### src/rtl/note_detect.sv
// note_detect: measures the period of a square-wave input in prescaled ticks
// and classifies it into {octave, note} over C2..B6 by octave normalisation
// (doubling) followed by a descending threshold search within one octave.
module note_detect #(
  parameter int unsigned TICK_DIV = 2500
) (
  input  logic       clk,
  input  logic       rst,
  input  logic       sig_in,
  output logic [6:0] note_out,
  output logic       note_valid,
  output logic       done,
  output logic       range_err,
  output logic       busy
);

  localparam int unsigned PW = (TICK_DIV > 1) ? $clog2(TICK_DIV) : 1;
  localparam logic [PW-1:0] PRE_LAST = PW'(TICK_DIV - 1);
  localparam logic [12:0] CNT_MAX = '1;
  localparam logic [12:0] P_MAX   = 13'd6326;
  localparam logic [12:0] P_MIN   = 13'd12;
  localparam logic [12:0] OCT_TH  = 13'd3075;

  // Lower bound of each note's period band inside the normalised octave;
  // the final zero entry makes B accept whatever is left.
  localparam logic [12:0] MID [12] = '{
    13'd5803, 13'd5478, 13'd5171, 13'd4881, 13'd4607, 13'd4348,
    13'd4103, 13'd3875, 13'd3658, 13'd3459, 13'd3265, 13'd0
  };

  typedef enum logic [1:0] {IDLE, OCT, NOTE} state_t;

  state_t         state;
  logic           s1, s2, s3;
  logic [PW-1:0]  pre;
  logic [12:0]    cnt;
  logic           armed;
  logic [12:0]    p;
  logic [2:0]     o;
  logic [3:0]     n;

  logic           rise;
  logic           tick;
  logic           timeout;
  logic           capture;
  logic [13:0]    sum;
  logic [12:0]    period;

  assign rise    = s2 & ~s3;
  assign tick    = (pre == PRE_LAST);
  assign timeout = (cnt == CNT_MAX);
  assign capture = rise & armed & ~timeout;
  assign sum     = {1'b0, cnt} + 14'(tick);
  assign period  = sum[13] ? CNT_MAX : sum[12:0];
  assign busy    = (state != IDLE);

  // Two-flop synchronizer plus one delay flop for rising-edge detection
  always_ff @(posedge clk or posedge rst) begin
    if (rst) begin
      s1 <= 1'b0;
      s2 <= 1'b0;
      s3 <= 1'b0;
    end else begin
      s1 <= sig_in;
      s2 <= s1;
      s3 <= s2;
    end
  end

  // Free-running prescaler producing the measurement tick
  always_ff @(posedge clk or posedge rst) begin
    if (rst) pre <= '0;
    else     pre <= tick ? '0 : pre + PW'(1);
  end

  // Saturating tick counter; any edge restarts it and (re)arms, timeout disarms
  always_ff @(posedge clk or posedge rst) begin
    if (rst) begin
      cnt   <= '0;
      armed <= 1'b0;
    end else if (rise) begin
      cnt   <= '0;
      armed <= 1'b1;
    end else if (timeout) begin
      armed <= 1'b0;
    end else if (tick) begin
      cnt <= cnt + 13'd1;
    end
  end

  // Classifier FSM with registered outputs
  always_ff @(posedge clk or posedge rst) begin
    if (rst) begin
      state      <= IDLE;
      p          <= '0;
      o          <= '0;
      n          <= '0;
      note_out   <= '0;
      note_valid <= 1'b0;
      done       <= 1'b0;
      range_err  <= 1'b0;
    end else begin
      done <= 1'b0;
      if (timeout) note_valid <= 1'b0;
      case (state)
        IDLE: begin
          if (capture) begin
            if (period > P_MAX || period < P_MIN) begin
              done       <= 1'b1;
              range_err  <= 1'b1;
              note_valid <= 1'b0;
            end else begin
              p     <= period;
              o     <= '0;
              state <= OCT;
            end
          end
        end
        OCT: begin
          if (p >= OCT_TH || o == 3'd4) begin
            n     <= '0;
            state <= NOTE;
          end else begin
            p <= {p[11:0], 1'b0};
            o <= o + 3'd1;
          end
        end
        NOTE: begin
          if (p >= MID[n] || n == 4'd11) begin
            note_out   <= {o, n};
            done       <= 1'b1;
            note_valid <= 1'b1;
            range_err  <= (p < OCT_TH);
            state      <= IDLE;
          end else begin
            n <= n + 4'd1;
          end
        end
        default: state <= IDLE;
      endcase
    end
  end

endmodule

### config.mk
export PLATFORM = sky130hd
export DESIGN_NAME = note_detect
export DESIGN_NICKNAME = d
export VERILOG_FILES = /design/src/rtl/note_detect.sv
export SDC_FILE = /design/constraint.sdc
export NUM_CORES = 1
export LEC_CHECK = 0
export ABC_AREA = 1
export BUFFER_PORTS_ARGS = -buffer_cell sky130_fd_sc_hd__buf_2
export CAP_MARGIN = 10
export CORE_ASPECT_RATIO = 1.5
export CORE_MARGIN = 4
export CORE_UTILIZATION = 59
export CTS_CLUSTER_DIAMETER = 80
export DETAILED_ROUTE_END_ITERATION = 10
export HOLD_SLACK_MARGIN = 0.15
export PLACE_DENSITY = 0.84
export SLEW_MARGIN = 25
export SYNTH_ARGS = -nofsm -noshare
export SYNTH_HDL_FRONTEND = slang
export SYNTH_SLANG_ARGS = --single-unit
export TNS_END_PERCENT = 10
### constraint.sdc
create_clock -name clk -period 9.7 [get_ports clk]
set_clock_uncertainty 0.15 [all_clocks]
set_input_delay 0 -clock clk [delete_from_list [all_inputs] [get_ports clk]]
set_output_delay 0 -clock clk [all_outputs]
set_load 0.02 [all_outputs]
==> flow_metrics.tcl <==
set metrics [dict create \
    cts_htree_levels 3 \
    area_growth_syn_to_layout_pct 8.605 \
    maxSlewViolCount 0 \
    layout-drive-gt1-share 0.09107 \
    routed-via-count 3621 \
    place.detailed.instances 628 \
    synth-edff-count 0 \
    yosys.cell_types.count 40 \
    placed_area_um2 4101 \
    hold_path_startpoint "s1$_DFF_PP0_" \
    tritoncts "built" \
    reg2reg_to "p[12]$_DFFE_PP0P_" \
    final_hold_viol_count 0 \
    grt_start_max_net_pins 62 \
    vias_per_cell 5.597 \
    fin_area_um2 4343 \
    hold_depth 0 \
    reg2reg_setup_slack_ns 5.72 \
    synthDominantCellAreaShare 0.3817 \
    initial_core_util 0.6123 \
    post_synthesis_cells 551 \
    dieWidth_um 75.22 \
    max_cap_violations 0 \
    post_layout_nonfiller_instances 647 \
    ctsLongestPathBuffers 2 \
    post_synth.cell_area_avg_um2 7.257 \
    postRouteWirelength_um 8961 \
    power_per_cell_area_nw_per_um2 115.6 \
    timing_worst_setup_path_type "reg2reg" \
    peakVddDrop_mv 0.1333 \
    cts_resized 0 \
    total_leakage_power_nw 2.181 \
    min_delay_worst_endpoint "s2$_DFF_PP0_" \
    yosys.area.top_type "sky130_fd_sc_hd__dfrtp_1" \
    insertedDiodeCount 0 \
    holdCritPathClass "reg2reg" \
    routedWlPerCell_um 13.85 \
    ys.warnings.count 0 \
    number_of_antenna_violations_at_the_first_check_in_global_routing 0 \
    timing.final.ws_setup_ns 5.718 \
    post-place-ws_ns 5.768 \
    worst_slew_pin_slew_ns 0.8567 \
    tritoncts.num_buffers 9 \
    number_of_cells_on_the_worst_reg_to_reg_path 20 \
    async_flop_share 1.000 \
    rr_startpoint "pre[0]$_DFF_PP0_" \
    numClockSinks 61 \
    fmaxAchievable_ghz 0.2511 \
    netlist_area_um2 3999 \
    number_of_global_route_vias_before_repair 3582 \
    setup_viol 0 \
    grtUsageTotal 0.2452 \
    detail_route.iter0.violations 157 \
    die_height_um 108.8 \
    synth-main-ff-cell "sky130_fd_sc_hd__dfrtp_1" \
    max_stage_delay_ns 0.74 \
    io_pins 14 \
    worst_slew_margin_rel 0.4236 \
    postSynthNetCount 579 \
    clk_transition_reported_paths_ns 0.07 \
    core-area_um2 6531 \
    grt_overflow 0 \
    run_status "finished clean" \
    setup_tns_final_ns 0 \
    p_total_mw 0.5021 \
    cp.required_ns 9.78 \
    grt_setup_unrepaired "false" \
    gp_routability_congestion 1.031 \
    slowest_cell_on_the_critical_path "sky130_fd_sc_hd__nor4_1" \
    worst_path_dominant_cell_family "simple AND/OR/NAND/NOR gates" \
    post_synth_main_area_contributors "sky130_fd_sc_hd__dfrtp_1 38%, sky130_fd_sc_hd__nand2_1 14%, sky130_fd_sc_hd__ha_1 7.8%" \
    buffer_ports.inserted 13 \
    route.detailed.drc 0 \
    worstPathBufferInverterCount 0 \
    core.rowCount 36 \
    critical_path_peak_fanout 17 \
    first_pass_grt_wire_length_um 15730 \
    synth-seq-cells 61 \
    arrival_ns 4.06 \
    clock_latency_ns 0.35 \
    final_critical_period_ns 3.982 \
    final_antenna_violating_net_count 0 \
    clock_tree.root_cell "sky130_fd_sc_hd__clkbuf_8" \
    hpwl_um 6828 \
    design.final.nets 594 \
    final_core_util 0.6649 \
    crit_path_end_kind "flip-flop" \
    drt_first_pass_iters 5 \
    final_worst_path_cycle_share 0.4105 \
    cp_cell_sequence "ha_1 > nand2_1 > nor4_1 > ha_1 > ha_1 > nand3_1 > nor2_2 > nand2_1 > nand2_1 > nand3_2 > nor2_2 > nand2_1 > nor2_1 > nand2_1 > nand2_1 > nand2_2 > nand2_4 > nand3_4 > nand2_1 > nand2_1" \
    die-area_um2 8186 \
    hold_ws_ns 0.2136 \
    critPathLaunchType "flip-flop" \
    cpMostUsedCell "sky130_fd_sc_hd__nand2_1" \
    seq_area_frac_synth 0.3817 \
]
## layout make-up
| class | count | area (um2) |
|---|---|---|
| fill | 532 | 2188 |
| multi-input combinational | 402 | 2128 |
| sequential | 61 | 1526 |
| inverter | 75 | 281.5 |
| clock buffer | 10 | 137.6 |
| timing repair buffer | 17 | 102.6 |
| tap | 76 | 95.09 |
| clock inverter | 6 | 71.32 |
## logic make-up after synthesis
logic type	Yosys count	share of synthesized area
buf+inv	88	0.08667
flops	61	0.3817
compound gates	78	0.1058
fa+ha+maj	25	0.07822
simple gates	292	0.3317
mux	1	0.002816
xor+xnor	6	0.01314
## per-layer routing
layer	vias to the layer above	wire (um)	global-route usage
met1	1682	3571	0.2680
met2	70	4825	0.4489
met5	-	0	0
li1	1844	-	-
met3	25	266	0.04613
met4	0	297	0.1025
## how the worst max path moves through the flow
stage | startpoint | end | slack, ns | depth (start not counted)
floorplan | pre[0]$_DFF_PP0_ | o[0]$_DFFE_PP0P_ | 6.50 | 21
global placement | pre[0]$_DFF_PP0_ | o[1]$_DFFE_PP0P_ | 6.06 | 20
detailed placement | pre[0]$_DFF_PP0_ | p[12]$_DFFE_PP0P_ | 5.77 | 20
CTS | pre[0]$_DFF_PP0_ | p[12]$_DFFE_PP0P_ | 5.76 | 20
global route | pre[0]$_DFF_PP0_ | o[1]$_DFFE_PP0P_ | 5.37 | 20
finish | pre[0]$_DFF_PP0_ | p[12]$_DFFE_PP0P_ | 5.72 | 20
## power breakdown
group	switching, mW	internal (mW)
Sequential	0.000545	0.256
Combinational	0.00984	0.00298
Clock	0.106	0.127
## layout by cell type, fill, tap and decap left out, types with 2 or more instances in the layout
| master | instances |
|---|---|
| sky130_fd_sc_hd__a22oi_1 | 2 |
| sky130_fd_sc_hd__dlygate4sd3_1 | 3 |
| sky130_fd_sc_hd__or2_2 | 3 |
| sky130_fd_sc_hd__nand3_2 | 3 |
| sky130_fd_sc_hd__o21ai_1 | 3 |
| sky130_fd_sc_hd__clkinv_4 | 2 |
| sky130_fd_sc_hd__dfrtp_1 | 61 |
| sky130_fd_sc_hd__o211ai_1 | 2 |
| sky130_fd_sc_hd__nor3_1 | 12 |
| sky130_fd_sc_hd__buf_2 | 13 |
| sky130_fd_sc_hd__nand3_1 | 23 |
| sky130_fd_sc_hd__nand2_1 | 147 |
| sky130_fd_sc_hd__nor2_1 | 52 |
| sky130_fd_sc_hd__nand2_2 | 4 |
| sky130_fd_sc_hd__clkinvlp_4 | 2 |
| sky130_fd_sc_hd__a31oi_1 | 2 |
| sky130_fd_sc_hd__nor2_2 | 5 |
| sky130_fd_sc_hd__ha_1 | 25 |
| sky130_fd_sc_hd__xnor2_1 | 2 |
| sky130_fd_sc_hd__a211oi_1 | 2 |
| sky130_fd_sc_hd__a21oi_1 | 19 |
| sky130_fd_sc_hd__clkbuf_8 | 10 |
| sky130_fd_sc_hd__nor2_4 | 2 |
| sky130_fd_sc_hd__nand4_1 | 31 |
| sky130_fd_sc_hd__o21ai_0 | 43 |
| sky130_fd_sc_hd__nor4_1 | 3 |
| sky130_fd_sc_hd__xor2_1 | 4 |
| sky130_fd_sc_hd__inv_1 | 74 |
## registers in the layout, indices dropped and copies added, names as in the netlist
name,flops
cnt,13
note_out,7
s2,1
state,2
note_valid,1
pre,12
s3,1
armed,1
n,4
s1,1
done,1
p,13
range_err,1
o,3
## Yosys cell counts (all sizes together) (3+ instances only)
library cell,count
nand2,152
inv,75
dfrtp,61
nor2,59
o21ai,46
nand4,31
nand3,27
ha,25
a21oi,19
nor3,13
clkbuf,7
buf,6
or2,4
xor2,4
nor4,3
## repair_timing
| action | CTS | global route |
|---|---|---|
| hold buffers | 3 | 0 |
| hold endpoints to repair | 62 | 0 |
| buffers inserted | 0 | 0 |
No activity file was read; power rests on OpenSTA's default activity.
